[config.mk]
export PLATFORM = sky130hd
export DESIGN_NAME = ast_hit_ctrl
export DESIGN_NICKNAME = d
export VERILOG_FILES = /design/src/rtl/ast_hit_ctrl.sv
export SDC_FILE = /design/constraint.sdc
export NUM_CORES = 1
export LEC_CHECK = 0
export ABC_CLOCK_PERIOD_IN_PS = 2290
export CORE_MARGIN = 8
export CORE_UTILIZATION = 40
export CTS_CLUSTER_DIAMETER = 60
export DETAILED_ROUTE_END_ITERATION = 7
export HOLD_SLACK_MARGIN = 0.06
export PLACE_DENSITY_LB_ADDON = 0.08
export SLEW_MARGIN = 10
export SYNTH_ARGS = -nofsm -noshare
export SYNTH_HDL_FRONTEND = slang
export SYNTH_SLANG_ARGS = --single-unit
[constraint.sdc]
create_clock -name clk -period 2.29 [get_ports clk]
set_input_delay 0.458 -clock clk [delete_from_list [all_inputs] [get_ports clk]]
set_output_delay 0.458 -clock clk [all_outputs]
set_load 0.1 [all_outputs]
[src/rtl/ast_hit_ctrl.sv]
// Asteroid/torpedo hit controller: latches overlaps per frame, splits the asteroid, scores, respawns.
// Optional score logic is built only when AST_SCORE_EN is defined; otherwise score is tied to 0.
module ast_hit_ctrl #(
  parameter int unsigned RESPAWN_FRAMES  = 60,
  parameter int unsigned COOLDOWN_FRAMES = 2,
  parameter int unsigned SCORE_W         = 16
) (
  input  logic               clk,
  input  logic               rst,
  input  logic               vsync,
  input  logic               pixel_valid,
  input  logic               ast_pixel,
  input  logic               torp_pixel,
  input  logic               game_start,
  output logic               new_asteroid,
  output logic               asteroid_hit,
  output logic               torpedo_kill,
  output logic               ast_alive,
  output logic [1:0]         stage,
  output logic [SCORE_W-1:0] score,
  output logic [1:0]         fsm_state
);

  typedef enum logic [1:0] {
    IDLE    = 2'd0,
    ALIVE   = 2'd1,
    RESPAWN = 2'd2
  } state_t;

  localparam int unsigned RESP_EFF = (RESPAWN_FRAMES == 0) ? 1 : RESPAWN_FRAMES;
  localparam int FC_W = $clog2(RESP_EFF + 1);
  localparam int CD_W = (COOLDOWN_FRAMES < 1) ? 1 : $clog2(COOLDOWN_FRAMES + 1);
  localparam logic [FC_W-1:0] FC_LOAD = FC_W'(RESP_EFF);
  localparam logic [CD_W-1:0] CD_LOAD = CD_W'(COOLDOWN_FRAMES);

  state_t          state;
  logic            hit_latch;
  logic [CD_W-1:0] cooldown;
  logic [FC_W-1:0] frame_cnt;

  logic            overlap;
  logic            hit_now;
  logic            last_hit;
  logic [CD_W-1:0] cd_next;
  logic            latch_set;

  assign fsm_state = state;

  // An overlap seen on a vsync cycle is judged against the post-vsync cooldown,
  // so it counts toward the frame that vsync opens.
  always_comb begin
    overlap  = pixel_valid & ast_pixel & torp_pixel;
    hit_now  = (state == ALIVE) && vsync && hit_latch && !game_start;
    last_hit = hit_now && (stage == 2'd2);
    cd_next  = cooldown;
    if (vsync) begin
      if (hit_now)
        cd_next = CD_LOAD;
      else if (cooldown != '0)
        cd_next = cooldown - CD_W'(1);
    end
    latch_set = overlap && (state == ALIVE) && !last_hit && (cd_next == '0);
  end

  always_ff @(posedge clk) begin
    if (rst) begin
      state        <= IDLE;
      stage        <= 2'd3;
      hit_latch    <= 1'b0;
      cooldown     <= '0;
      frame_cnt    <= '0;
      new_asteroid <= 1'b0;
      asteroid_hit <= 1'b0;
      torpedo_kill <= 1'b0;
      ast_alive    <= 1'b0;
    end else begin
      new_asteroid <= 1'b0;
      asteroid_hit <= 1'b0;
      torpedo_kill <= 1'b0;
      if (game_start) begin
        // Restart wins over anything else this cycle, including a pending hit.
        state        <= ALIVE;
        stage        <= 2'd0;
        hit_latch    <= 1'b0;
        cooldown     <= '0;
        frame_cnt    <= '0;
        new_asteroid <= 1'b1;
        ast_alive    <= 1'b1;
      end else begin
        cooldown <= cd_next;
        case (state)
          IDLE: begin
            hit_latch <= 1'b0;
          end
          ALIVE: begin
            hit_latch <= (vsync ? 1'b0 : hit_latch) | latch_set;
            if (hit_now) begin
              asteroid_hit <= 1'b1;
              torpedo_kill <= 1'b1;
              stage        <= stage + 2'd1;
              if (last_hit) begin
                state     <= RESPAWN;
                ast_alive <= 1'b0;
                frame_cnt <= FC_LOAD;
              end
            end
          end
          RESPAWN: begin
            hit_latch <= 1'b0;
            if (vsync) begin
              frame_cnt <= frame_cnt - FC_W'(1);
              if (frame_cnt == FC_W'(1)) begin
                state        <= ALIVE;
                stage        <= 2'd0;
                new_asteroid <= 1'b1;
                ast_alive    <= 1'b1;
              end
            end
          end
          default: begin
            state     <= IDLE;
            hit_latch <= 1'b0;
            ast_alive <= 1'b0;
          end
        endcase
      end
    end
  end

`ifdef AST_SCORE_EN
  localparam int SW1 = ((SCORE_W > 7) ? SCORE_W : 7) + 1;
  localparam logic [SW1-1:0] SCORE_MAX = SW1'({SCORE_W{1'b1}});

  logic [SCORE_W-1:0] score_q;
  logic [6:0]         points;
  logic [SW1-1:0]     sum_w;

  always_comb begin
    case (stage)
      2'd0:    points = 7'd20;
      2'd1:    points = 7'd50;
      2'd2:    points = 7'd100;
      default: points = 7'd0;
    endcase
    sum_w = SW1'(score_q) + SW1'(points);
  end

  always_ff @(posedge clk) begin
    if (rst || game_start)
      score_q <= '0;
    else if (hit_now)
      score_q <= (sum_w > SCORE_MAX) ? {SCORE_W{1'b1}} : sum_w[SCORE_W-1:0];
  end

  assign score = score_q;
`else
  assign score = '0;
`endif

endmodule

==> results of run 1 <==
-- state kept, by name (all words and copies together), names as in the netlist --
name          cells
hit_latch         1
frame_cnt         6
stage             2
fsm_state         1
torpedo_kill      1
cooldown          2
ast_alive         1
new_asteroid      1
-- synth_stat cells, types with 2 or more instances --
master / count / area share [%]
sky130_fd_sc_hd__a21o_1: 2 / 1.8
sky130_fd_sc_hd__nand2b_1: 5 / 3.7
sky130_fd_sc_hd__inv_1: 7 / 3.1
sky130_fd_sc_hd__buf_4: 18 / 16
sky130_fd_sc_hd__xnor2_1: 3 / 3.1
sky130_fd_sc_hd__a211o_1: 2 / 2.1
sky130_fd_sc_hd__nand3_1: 4 / 2.4
sky130_fd_sc_hd__ha_1: 3 / 4.4
sky130_fd_sc_hd__dfxtp_1: 15 / 35
sky130_fd_sc_hd__nor2_1: 8 / 3.5
sky130_fd_sc_hd__nand2_1: 4 / 1.8
sky130_fd_sc_hd__nor4_1: 3 / 2.2
sky130_fd_sc_hd__a31oi_1: 2 / 1.5
sky130_fd_sc_hd__a21oi_1: 12 / 7.1
-- routing by layer --
metal	vias to the layer above	part of all wire [%]
met5	-	0
met4	0	0.59
met3	2	9.3
met2	25	44
met1	286	46
li1	341	-
-- path summary, 6_finish.rpt --
kind | startpoint | end | slack, ns | cells after the start
worst max register to register | hit_latch$_SDFF_PP0_ | frame_cnt[1]$_SDFFE_PP0P_ | 0.71 | 4
worst min register to register | cooldown[1]$_SDFF_PP0_ | cooldown[1]$_SDFF_PP0_ | 0.50 | 2
worst max-delay path | game_start | frame_cnt[1]$_SDFFE_PP0P_ | 0.47 | 5
worst min-delay path | cooldown[1]$_SDFF_PP0_ | cooldown[1]$_SDFF_PP0_ | 0.50 | 2
-- tightest hold or removal path: cells and delay by family (launching register included) --
family          cells  cell delay, ns
compound gates      2            0.13
flops               1            0.33
-- per-stage QoR --
| stage | setup WS, ns | cells | instance area [µm²] | utilization [%] |
|---|---|---|---|---|
| 2_1_floorplan | 0.3120 | 116 | 907.1 | - |
| 3_3_place_gp | 0.3010 | 138 | 924.6 | 46.65 |
| 3_5_place_dp | 0.1931 | 138 | 924.6 | 46.65 |
| 4_1_cts | 0.5001 | 142 | 950.9 | 47.98 |
| 5_1_grt | 0.4318 | 142 | 950.9 | 47.98 |
| 6_report | 0.4734 | 142 | 950.9 | 47.98 |
-- cells by family after synthesis --
| kind of cell | after synthesis | share of synthesized area [%] |
|---|---|---|
| buf+inv | 27 | 20.00 |
| xor+xnor | 3 | 3.089 |
| compound gates | 21 | 15.59 |
| flops | 15 | 35.29 |
| fa+ha+maj | 3 | 4.412 |
| simple gates | 31 | 21.18 |
| other cells | 1 | 0.4408 |
-- power by group through the flow --
stage          Combinational [mW]  Clock (mW)  Sequential [mW]
2_1_floorplan               0.164           0            0.309
3_3_place_gp                0.201           0            0.276
3_5_place_dp                0.201           0            0.276
4_1_cts                     0.201       0.156            0.270
5_1_grt                     0.208       0.172            0.271
6_report                    0.201       0.147            0.270
-- final cells by class --
| type | instances | area (µm²) |
|---|---|---|
| clock buffer | 4 | 26.28 |
| fill | 215 | 1031 |
| inverter | 7 | 26.28 |
| multi-input combinational | 74 | 436.7 |
| sequential | 15 | 300.3 |
| tap | 27 | 33.78 |
| timing repair buffer | 15 | 127.6 |
==> insert_results.sql, run 1 <==
INSERT INTO impl_metrics (metric_group, metric, value, unit) VALUES
('power', 'switching_share', '41.96', '%'),
('timing', 'setup_repair_after_global_routing_missed_its_margin', 'no', ''),
('clock_network', 'insertion_delay', '0.28', 'ns'),
('grt', 'first_pass_grt_wire_length', '2911', 'µm'),
('routing', 'routed-via-count', '654', ''),
('timing', 'max_freq', '0.5505', 'GHz'),
('clock_network', 'holdBufCountCts', '0', ''),
('timing', 'timing.final.max_slew_violations', '0', ''),
('clock_network', 'cts_made_buffers', '3', ''),
('synthesis', 'synthesis.area_per_instance', '8.424', 'µm²'),
('clock_network', 'setup_buffers_after_cts', '0', ''),
('routing', 'route.detailed.vias_per_inst', '4.606', ''),
('clock_network', 'clock_tree.htree_level_count', '1', ''),
('clock_network', 'number_of_cells_upsized_or_downsized_after_cts', '0', ''),
('timing', 'number_of_hold_violations_in_the_final_report', '0', ''),
('timing', 'hold-worst-slack', '0.4981', 'ns'),
('placed_design', 'globalplace.congestion', '0.8199', ''),
('timing', 'finalSetupViolCount', '0', ''),
('routing', 'drt-initial-drc-count', '9', ''),
('placed_design', 'detailed_place_hpwl', '1357', 'µm'),
('cells_and_area', 'antenna_diode_count', '0', ''),
('floorplan', 'fp-row-count', '16', ''),
('floorplan', 'die-area', '3859', 'µm²'),
('worst_setup_path', 'crit_arrival', '1.99', 'ns'),
('hold_path', 'min-delay-path-class', 'register to register', ''),
('synthesis', 'post_synth_inst_count', '101', ''),
('routing', 'routed_wire_length_per_instance', '11.86', 'µm'),
('timing', 'finalCritPeriodShare', '79.33', '%'),
('routing', 'remaining_design_rule_violation_count', '0', ''),
('floorplan', 'io-pin-count', '31', ''),
('worst_setup_path', 'critical_path.slowest_cell', 'sky130_fd_sc_hd__clkdlybuf4s50_1', ''),
('worst_setup_path', 'crit_path_end_kind', 'register', ''),
('power', 'power_frac_seq', '43.7', '%'),
('routing', 'wirelength', '1684', 'µm'),
('clock_network', 'cts_root_buffer', 'sky130_fd_sc_hd__clkbuf_4', ''),
('grt', 'met1_grt_util', '10.73', '%'),
('clock_network', 'clk_pin_slew_worst_paths', '0.09', 'ns'),
('routing', 'drt_pre_antenna_iters', '4', ''),
('grt', 'grt-ovfl-total', '0', ''),
('timing', 'setup_tns', '0', 'ns'),
('synthesis', 'synth_area', '850.8', 'µm²'),
('synthesis', 'synth-seq-area-share', '35.29', '%'),
('floorplan', 'floorplan.core_area', '1982', 'µm²'),
('timing', 'skew', '0.003364', 'ns'),
('power', 'total_power', '0.6187', 'mW'),
('power', 'share_comb_of_total_power', '32.6', '%'),
('power', 'clock_group_share_of_total_power', '23.8', '%'),
('power', 'leakagePower', '0.3913', 'nW'),
('synthesis', 'async_reset_ff_share', '0', '%'),
('worst_setup_path', 'timing.critical_path.slowest_cell_delay', '0.48', 'ns'),
('cells_and_area', 'most_frequent_standard_cell_in_the_layout_excluding_fill_and_tap_cells', 'sky130_fd_sc_hd__conb_1', ''),
('floorplan', 'chipWidth', '62.12', 'µm'),
('grt', 'first_global_vias', '648', ''),
('clock_network', 'cts-root-to-sink-buffers', '2', ''),
('cells_and_area', 'post_route_cells_drive_above_1_share', '13.04', '%'),
('clock_network', 'cts_tree', 'built', ''),
('grt', 'antenna_found_initial', '0', ''),
('cells_and_area', 'design.final.nets', '126', ''),
('floorplan', 'fp.dieH', '62.12', 'µm'),
('worst_setup_path', 'path_cells', 'clkdlybuf4s50_1 -> nor4bb_1 -> nand3_1 -> a31oi_1 -> nor2_1', ''),
('timing', 'period_minus_slack', '1.817', 'ns'),
('grt', 'grt_start_max_net_pins', '11', ''),
('worst_setup_path', 'critical_path_fanout_max', '8', ''),
('floorplan', 'start_util', '42.93', '%'),
('synthesis', 'ys_ff_latch', '15', ''),
('power', 'power_per_unit_of_standard_cell_area', '650.6', 'nW/µm²'),
('worst_setup_path', 'setup.worst_path.start_class', 'primary input', ''),
('run', 'max-cap-violations', '0', ''),
('synthesis', 'count_of_flip_flops_with_a_built_in_enable_after_synthesis', '0', ''),
('run_status', 'status', 'finished, final reports clean', ''),
('synthesis', 'yosys.cell_types.count', '27', '');
Power figures use the tool's default switching activity.
==> inputs of run 2 (changes only) <==
--- a/config.mk
+++ b/config.mk
@@ -5,9 +5,9 @@
 export SDC_FILE = /design/constraint.sdc
 export NUM_CORES = 1
 export LEC_CHECK = 0
-export ABC_CLOCK_PERIOD_IN_PS = 2290
+export ABC_CLOCK_PERIOD_IN_PS = 1500
 export CORE_MARGIN = 8
-export CORE_UTILIZATION = 40
+export CORE_UTILIZATION = 39
 export CTS_CLUSTER_DIAMETER = 60
 export DETAILED_ROUTE_END_ITERATION = 7
 export HOLD_SLACK_MARGIN = 0.06
==> constraint.sdc (replaced) <==
create_clock -name clk -period 1.5 [get_ports clk]
set_input_delay 0.3 -clock clk [delete_from_list [all_inputs] [get_ports clk]]
set_output_delay 0.3 -clock clk [all_outputs]
set_load 0.1 [all_outputs]
==> insert_results.sql, run 2 (synthesized netlist as in run 1, its figures left out) <==
INSERT INTO impl_metrics (metric_group, metric, value, unit) VALUES
('timing', 'setup_tns', '0', 'ns'),
('timing', 'finalSetupViolCount', '0', ''),
('hold_path', 'min-delay-path-class', 'register to register', ''),
('placed_design', 'detailed_place_hpwl', '1551', 'µm'),
('worst_setup_path', 'worst_r2r_path_cells', '4', ''),
('worst_setup_path', 'critical_path_fanout_max', '2', ''),
('grt', 'first_global_vias', '712', ''),
('grt', 'grt_start_max_net_pins', '9', ''),
('clock_network', 'clock_tree.htree_level_count', '1', ''),
('timing', 'period_minus_slack', '1.440', 'ns'),
('clock_network', 'cts_root_buffer', 'sky130_fd_sc_hd__clkbuf_4', ''),
('worst_setup_path', 'critical-path-top-delay-family', 'compound AO/OA/AOI/OAI gates', ''),
('grt', 'antenna_found_initial', '0', ''),
('timing', 'skew', '0.01362', 'ns'),
('floorplan', 'start_util', '40.00', '%'),
('placed_design', 'place_area', '1152', 'µm²'),
('routing', 'routed_wire_length_per_instance', '12.03', 'µm'),
('worst_setup_path', 'setup.worst_path.start_class', 'register', ''),
('run_status', 'status', 'finished, final reports clean', ''),
('worst_setup_path', 'timing.reg2reg.setup_slack', '0.06', 'ns'),
('timing', 'number_of_hold_violations_in_the_final_report', '0', ''),
('worst_setup_path', 'regToRegEndpoint', 'stage[1]$_SDFFE_PP1P_', ''),
('cells_and_area', 'most_frequent_standard_cell_in_the_layout_excluding_fill_and_tap_cells', 'sky130_fd_sc_hd__conb_1', ''),
('routing', 'drt_pre_antenna_iters', '4', ''),
('placed_design', 'globalplace.congestion', '0.7539', ''),
('clock_network', 'clock-sinks', '15', ''),
('cells_and_area', 'highest_count_cells_in_the_layout_ignoring_fill_and_taps', 'sky130_fd_sc_hd__conb_1 (16), sky130_fd_sc_hd__buf_4 (15), sky130_fd_sc_hd__a21oi_1 (11), sky130_fd_sc_hd__buf_12 (9)', ''),
('placed_design', 'placed_cells', '152', ''),
('worst_setup_path', 'worst_setup_path_endpoint', 'stage[1]$_SDFFE_PP1P_', ''),
('cells_and_area', 'layout-area-overhead-vs-synth', '44.12', '%'),
('cells_and_area', 'largest_register', 'frame_cnt', ''),
('timing', 'finalCritPeriodShare', '96.01', '%'),
('timing', 'max_freq', '0.6943', 'GHz'),
('clock_network', 'cts_made_buffers', '3', ''),
('worst_setup_path', 'path_depth', '4', ''),
('power', 'leakagePower', '0.5044', 'nW'),
('worst_setup_path', 'timing.critical_path.slowest_cell_delay', '0.41', 'ns'),
('floorplan', 'floorplan.core_area', '2127', 'µm²'),
('worst_setup_path', 'beginning_of_the_worst_register_to_register_path', 'frame_cnt[2]$_SDFFE_PP0P_', ''),
('power', 'total_power', '0.9956', 'mW'),
('cells_and_area', 'post_route_cells_drive_above_1_share', '30.77', '%'),
('clock_network', 'clk_pin_slew_worst_paths', '0.10', 'ns'),
('routing', 'drt-initial-drc-count', '9', ''),
('worst_setup_path', 'critical_path.startpoint', 'frame_cnt[2]$_SDFFE_PP0P_', ''),
('worst_setup_path', 'critical_path.slowest_cell', 'sky130_fd_sc_hd__or3_4', ''),
('clock_network', 'cts_tree', 'built', ''),
('worst_setup_path', 'cp.buffers_inverters', '0', ''),
('cells_and_area', 'antenna_diode_count', '0', ''),
('worst_setup_path', 'crit_arrival', '1.61', 'ns'),
('run', 'max-cap-violations', '0', ''),
('floorplan', 'fp-row-count', '17', ''),
('clock_network', 'cts-root-to-sink-buffers', '2', ''),
('cells_and_area', 'final_core_utilization', '57.65', '%'),
('floorplan', 'chipWidth', '62.71', 'µm'),
('cells_and_area', 'design.final.nets', '141', ''),
('routing', 'route.detailed.vias_per_inst', '4.494', ''),
('power', 'max-vdd-ir-drop', '0.4756', 'mV'),
('routing', 'wirelength', '1901', 'µm'),
('clock_network', 'insertion_delay', '0.29', 'ns'),
('cells_and_area', 'final_cell_count_no_fill', '158', ''),
('floorplan', 'die-area', '3932', 'µm²'),
('worst_setup_path', 'required', '1.67', 'ns'),
('routing', 'remaining_design_rule_violation_count', '0', ''),
('grt', 'grt-ovfl-total', '0', ''),
('routing', 'routed-via-count', '710', ''),
('timing', 'timing.final.max_slew_violations', '0', ''),
('cells_and_area', 'flip_flop_count_of_the_largest_register_all_copies_and_words_added', '6', ''),
('worst_setup_path', 'crit_path_end_kind', 'register', ''),
('cells_and_area', 'final_cell_area', '1226', 'µm²'),
('floorplan', 'io-pin-count', '31', ''),
('floorplan', 'fp.dieH', '62.71', 'µm'),
('worst_setup_path', 'path_cells', 'or3_4 -> o32ai_4 -> a21oi_2 -> a211o_1', ''),
('worst_setup_path', 'criticalPathCategory', 'register to register', ''),
('grt', 'track_usage', '10.33', '%'),
('power', 'power_per_unit_of_standard_cell_area', '811.9', 'nW/µm²'),
('cells_and_area', 'largestRegisters', 'frame_cnt x6, cooldown x2, stage x2', ''),
('grt', 'first_pass_grt_wire_length', '3332', 'µm'),
('placed_design', 'port_buffers', '14', ''),
('routing', 'detail-route-antenna-nets', '0', '');
## run 2: cell count changes in the layout (fill, tap and decap cells not counted), sizes merged
| cell | previous run | this run |
|---|---|---|
| buf | 9 | 24 |
## run 2: how the worst min path moves through the flow
| stage | startpoint | endpoint | slack, ns | depth (start not counted) |
|---|---|---|---|---|
| floorplan | rst | ast_alive$_SDFFE_PP0P_ | 0.36 | 1 |
| global placement | cooldown[0]$_SDFF_PP0_ | cooldown[0]$_SDFF_PP0_ | 0.47 | 2 |
| detailed placement | cooldown[0]$_SDFF_PP0_ | cooldown[0]$_SDFF_PP0_ | 0.48 | 2 |
| CTS | cooldown[0]$_SDFF_PP0_ | cooldown[0]$_SDFF_PP0_ | 0.50 | 2 |
| global route | cooldown[0]$_SDFF_PP0_ | cooldown[0]$_SDFF_PP0_ | 0.51 | 2 |
| finish | cooldown[0]$_SDFF_PP0_ | cooldown[0]$_SDFF_PP0_ | 0.50 | 2 |
## run 2: cell type report
type | count | area (µm²)
sequential | 15 | 321.6
multi-input combinational | 74 | 464.2
timing repair buffer | 30 | 352.8
inverter | 7 | 26.28
tap | 28 | 35.03
fill | 203 | 900.9
clock buffer | 4 | 26.28
## run 2: repair_timing
item	CTS	global route
setup buffers	0	2
endpoints found under the setup margin	0	9
gates resized for setup	0	7
hold buffers	0	0
## run 2: metrics by stage
stage,hold slack [ns],worst slack [ns]
after floorplan,0.3594,0.04658
after global placement,0.4737,-0.2132
after detailed placement,0.4787,-0.2686
after CTS,0.4967,0.009360
final,0.4952,0.05978
after global routing,0.5129,-0.002831
## run 2: report_power, final
part | leakage (nW) | switching [mW] | internal [mW] | total, mW
sequential | 0.126 | 0.0121 | 0.401 | 0.413
clock | 0.0150 | 0.130 | 0.103 | 0.233
combinational | 0.364 | 0.272 | 0.0771 | 0.349
total | 0.504 | 0.415 | 0.581 | 0.996
## run 2: per-layer routing
metal | wire length (µm) | GRT usage, % | vias up
met1 | 810 | 11.39 | 321
li1 | - | - | 370
met3 | 88 | 3.226 | 4
met5 | 0 | 0 | -
met4 | 37 | 5.983 | 0
met2 | 965 | 17.08 | 15
## run 2: worst reg2reg max path: cells and delay by family, from the launching register on
kind / cells / cell delay (ns)
AND/OR/NAND/NOR: 1 / 0.41
flip-flops: 1 / 0.32
AO/OA/AOI/OAI: 3 / 0.59
